--- src/rtl/bin_to_bcd_seq.sv ---
// Sequential binary-to-BCD converter: shift-and-add-3, one input bit per clock.
// Optional build macro AUTO_CONV_EN: self-start on bin_in change instead of using start.
module bin_to_bcd_seq #(
   parameter int BIN_W  = 20,
   parameter int DIGITS = 6
) (
   input  logic                  sys_clk,
   input  logic                  sys_rst_n,
   input  logic [BIN_W-1:0]      bin_in,
   input  logic                  start,
   output logic                  ready,
   output logic [4*DIGITS-1:0]   bcd_out,
   output logic                  done,
   output logic                  ovf
);

   localparam int ACC_W = 4*DIGITS + 4;
   localparam int CNT_W = $clog2(BIN_W) + 1;

   localparam logic [1:0] ST_IDLE  = 2'd0;
   localparam logic [1:0] ST_SHIFT = 2'd1;
   localparam logic [1:0] ST_CHECK = 2'd2;

   function automatic logic [63:0] max_bcd_val(input int d);
      logic [63:0] v;
      v = 64'd1;
      for (int i = 0; i < d; i++) v = v * 64'd10;
      return v - 64'd1;
   endfunction

   localparam logic [63:0] MAX_VAL  = max_bcd_val(DIGITS);
   localparam logic [CNT_W-1:0] LAST_CNT = CNT_W'(BIN_W - 1);

   logic [1:0]            r_state;
   logic [BIN_W-1:0]      r_shift;
   logic [BIN_W-1:0]      r_bin_lat;
   logic [ACC_W-1:0]      r_accum;
   logic [CNT_W-1:0]      r_cnt;
   logic [4*DIGITS-1:0]   r_bcd;
   logic                  r_done;
   logic                  r_ovf;

   logic [ACC_W-1:0]      w_adj;
   logic [ACC_W-1:0]      w_acc_next;
   logic                  w_go;
   logic                  w_ovf;

   // Add-3 correction on every nibble, guard nibble included.
   generate
      for (genvar gi = 0; gi < DIGITS + 1; gi++) begin : g_adj
         assign w_adj[4*gi +: 4] = (r_accum[4*gi +: 4] >= 4'd5) ?
                                   (r_accum[4*gi +: 4] + 4'd3) : r_accum[4*gi +: 4];
      end
   endgenerate

   assign w_acc_next = (w_adj << 1) | ACC_W'(r_shift[BIN_W-1]);
   assign w_ovf      = (64'(r_bin_lat) > MAX_VAL);

`ifdef AUTO_CONV_EN
   logic r_init_done;

   // First conversion after reset happens even if bin_in equals the cleared copy.
   assign w_go = !r_init_done || (bin_in != r_bin_lat);

   always_ff @(posedge sys_clk or negedge sys_rst_n) begin
      if (!sys_rst_n) begin
         r_init_done <= 1'b0;
      end else if (r_state == ST_IDLE) begin
         r_init_done <= 1'b1;
      end
   end
`else
   assign w_go = start;
`endif

   always_ff @(posedge sys_clk or negedge sys_rst_n) begin
      if (!sys_rst_n) begin
         r_state   <= ST_IDLE;
         r_shift   <= '0;
         r_bin_lat <= '0;
         r_accum   <= '0;
         r_cnt     <= '0;
         r_bcd     <= '0;
         r_done    <= 1'b0;
         r_ovf     <= 1'b0;
      end else begin
         r_done <= 1'b0;
         case (r_state)
            ST_IDLE: begin
               if (w_go) begin
                  r_shift   <= bin_in;
                  r_bin_lat <= bin_in;
                  r_accum   <= '0;
                  r_cnt     <= '0;
                  r_state   <= ST_SHIFT;
               end
            end
            ST_SHIFT: begin
               r_accum <= w_acc_next;
               r_shift <= r_shift << 1;
               r_cnt   <= r_cnt + CNT_W'(1);
               if (r_cnt == LAST_CNT) r_state <= ST_CHECK;
            end
            ST_CHECK: begin
               if (w_ovf) begin
                  r_bcd <= {DIGITS{4'h9}};
                  r_ovf <= 1'b1;
               end else begin
                  r_bcd <= r_accum[4*DIGITS-1:0];
                  r_ovf <= 1'b0;
               end
               r_done  <= 1'b1;
               r_state <= ST_IDLE;
            end
            default: r_state <= ST_IDLE;
         endcase
      end
   end

   assign ready   = (r_state == ST_IDLE);
   assign bcd_out = r_bcd;
   assign done    = r_done;
   assign ovf     = r_ovf;

endmodule

--- config.mk ---
export PLATFORM = sky130hd
export DESIGN_NAME = bin_to_bcd_seq
export DESIGN_NICKNAME = d
export VERILOG_FILES = /design/src/rtl/bin_to_bcd_seq.sv
export SDC_FILE = /design/constraint.sdc
export NUM_CORES = 1
export LEC_CHECK = 0
export ABC_AREA = 1
export CORE_UTILIZATION = 35
export CTS_BUF_LIST = sky130_fd_sc_hd__clkbuf_8 sky130_fd_sc_hd__clkbuf_16
export DETAILED_ROUTE_END_ITERATION = 7
export HOLD_SLACK_MARGIN = 0.03
export PLACE_DENSITY_LB_ADDON = 0.05
export SLEW_MARGIN = 15
export SYNTH_ARGS = -nofsm -noshare
export SYNTH_HDL_FRONTEND = slang
export SYNTH_SLANG_ARGS = --single-unit
--- constraint.sdc ---
create_clock -name sys_clk -period 2.5 [get_ports sys_clk]
set_input_delay 0.375 -clock sys_clk [delete_from_list [all_inputs] [get_ports sys_clk]]
set_output_delay 0.375 -clock sys_clk [all_outputs]
set_load 0.02 [all_outputs]
==> results.ini <==
[status]
outcome = finished clean

[die]
die-area_um2 = 12870
initial_utilization_pct = 36.05
io_pins = 50
fp.dieH_um = 113.5
die_w_um = 113.5
fp.coreArea_um2 = 12060
std_cell_rows = 40

[power]
leakage_nw = 2.836
p_seq_share_pct = 46.4
peakVddDrop_uv = 211.7
internal_power_w = 0.002609
power_density_nw_per_um2 = 597.7
p_comb_share_pct = 2.1
pwr-share-clk_pct = 51.5
switching_share_pct = 18.74
switchingPower_w = 0.0006016

[cells_and_area]
final_cell_mix = nand2_1, dfrtp_1, clkdlybuf4s50_1
diodes = 0
drive_gt1_share_pct = 7.666
utilization_pct = 44.53
fillers = 1213
layout_commonest_cell = nand2_1
final_nets = 605
syn_to_final_growth_pct = 23.54

[timing]
post-route-period-util_pct = 82.29
rsz0062_at_grt = false
max_freq_mhz = 486.1
final.min_clock_period_ps = 2057
report.final.slew_viol_count = 0
setup_viol = 0
relSlewSlack_pct = 62.10
skew_ps = 6.499
worst_slew_pin_slew_ps = 567.6
setup_tns_ps = 0
finalHoldViolCount = 0

[clock_tree]
cts_hold_buffers = 0
cts_resized = 0
cts.clk_slew.worst_paths_ps = 60
insertion_delay_ps = 340
cts-root-buf = clkbuf_16
clock-sinks = 92
cts_tree = yes
numCtsBuffers = 9
cts_max_level = 3
postCtsSetupRepairBufs = 0
ctsLongestPathBuffers = 2

[grt]
grt_pass1_wl_um = 16440
grt_pass1_vias = 3385
grt_start_max_net_pins = 42
grt-ovfl-total = 0
antenna_found_initial = 0
grt_use_total_pct = 16.68

[worst_setup_path]
cp.arrival_ps = 1680
cp_data_required_time_ps = 2120
reg2reg_from = r_bin_lat[6]$_DFFE_PN0P_
critPathKind = reg -> out
cp_max_fo = 3
worstSetupStartpoint = r_state[0]$_DFFE_PN0P_
crit_path_start_kind = register
end_kind = output pin

[routing]
drt_iter0_drc = 121
vias_per_cell = 4.577
ant_nets = 0
vias = 3396
wl_per_cell_um = 12.86
drtPass1Iterations = 4
drc = 0
wl_um = 9545

[placed_design]
place_congestion = 0.7252
port_buffers = 49
dp_hpwl_um = 6475

[synthesis]
yosysWarnings = 0
syn-instance-count = 520
netlist_area_um2 = 4348
synth_top_area_cell = dfrtp_1
ys_types = 24
ys_ff_latch = 92
synth_top_area_share_pct = 52.95
synth.area.top_cells = dfrtp_1, nand2_1, nand3_1
syn_avg_cell_area_um2 = 8.361
synth.net_count = 556
seq_area_frac_synth_pct = 52.95

[flow_run]
cap_violations = 0

[worst_hold_path]
hold_class = in -> async

==> final cells by class <==
type / count / area [µm²] / area share, %
sequential: 92 / 2302 / 42.86
multi-input combinational: 360 / 1740 / 32.40
timing repair buffer: 58 / 568.0 / 10.58
clock buffer: 13 / 280.3 / 5.218
tap: 168 / 210.2 / 3.913
inverter: 48 / 180.2 / 3.354
clock inverter: 3 / 90.09 / 1.677
==> power by group through the flow <==
stage,Clock (W),Sequential [W],Combinational (W)
final,0.00165,0.00149,0.0000685
after global routing,0.00176,0.00149,0.0000781
after CTS,0.00170,0.00149,0.0000727
after detailed placement,0,0.00152,0.0000727
after global placement,0,0.00152,0.0000727
after floorplan,0,0.00152,0.000000433
==> critical path: stages (launching register included) <==
cell and delay (ps):
dfrtp_1 450, nor2_2 250, clkdlybuf4s50_1 650
==> Yosys cell counts <==
| master | n |
|---|---|
| a21oi_1 | 5 |
| a21oi_2 | 1 |
| a22o_1 | 1 |
| buf_2 | 13 |
| buf_4 | 3 |
| buf_6 | 3 |
| clkbuf_1 | 1 |
| dfrtp_1 | 92 |
| ha_1 | 13 |
| inv_1 | 45 |
| inv_2 | 3 |
| nand2_1 | 195 |
| nand2_2 | 1 |
| nand2_4 | 2 |
| nand3_1 | 46 |
| nand4_1 | 3 |
| nor2_1 | 29 |
| nor2_2 | 1 |
| nor2_4 | 1 |
| o211ai_1 | 1 |
| o21ai_0 | 46 |
| o21ai_1 | 1 |
| o22ai_2 | 9 |
| xor2_1 | 5 |
==> registers in the layout, summed over array words and instances, names as in the netlist <==
register / cells
bcd_out: 24
done: 1
ovf: 1
r_accum: 24
r_bin_lat: 14
r_cnt: 6
r_shift: 20
r_state: 2
==> kinds of logic after synthesis <==
kind of cell / count (synthesis) / synth area share (%)
AND/OR/NAND/NOR: 278 / 26.13
flip-flops: 92 / 52.95
adder cells (fa/ha/maj): 13 / 3.741
buffers and inverters: 68 / 7.021
XOR/XNOR: 5 / 1.007
AO/OA/AOI/OAI: 64 / 9.151
==> routing by layer <==
layer | wire [µm] | global-route usage [%] | vias up
met1 | 4572 | 20.87 | 1597
met2 | 4523 | 27.73 | 50
met5 | 0 | 0 | -
li1 | - | - | 1739
met3 | 285 | 2.922 | 10
met4 | 164 | 8.684 | 0
==> worst paths after layout <==
check | depth (start not counted) | end | slack, ps
setup / recovery | 2 | ready | 440
hold / removal | 1 | bcd_out[12]$_DFFE_PN0P_ | 20
setup reg to reg | 8 | bcd_out[16]$_DFFE_PN0P_ | 780
hold reg to reg | 2 | r_bin_lat[10]$_DFFE_PN0P_ | 480
max in group asynchronous | 2 | r_shift[6]$_DFFE_PN0P_ | 1800
min in group sys_clk | 2 | r_bin_lat[10]$_DFFE_PN0P_ | 480
==> metrics by stage <==
stage | hold WS, ps | setup slack [ps] | cells | instance area [µm²] | power, W
after CTS | 37.58 | 409.5 | 742 | 5371 | 0.003265
final | 21.47 | 442.7 | 742 | 5371 | 0.003210
after global placement | 408.7 | 654.1 | 726 | 5001 | 0.001589
after detailed placement | 419.4 | 617.6 | 726 | 5001 | 0.001589
after floorplan | 79.41 | 1126 | 520 | 4348 | 0.001517
after global routing | 61.46 | 398.9 | 742 | 5371 | 0.003329
(Power assumes the default switching activity.)
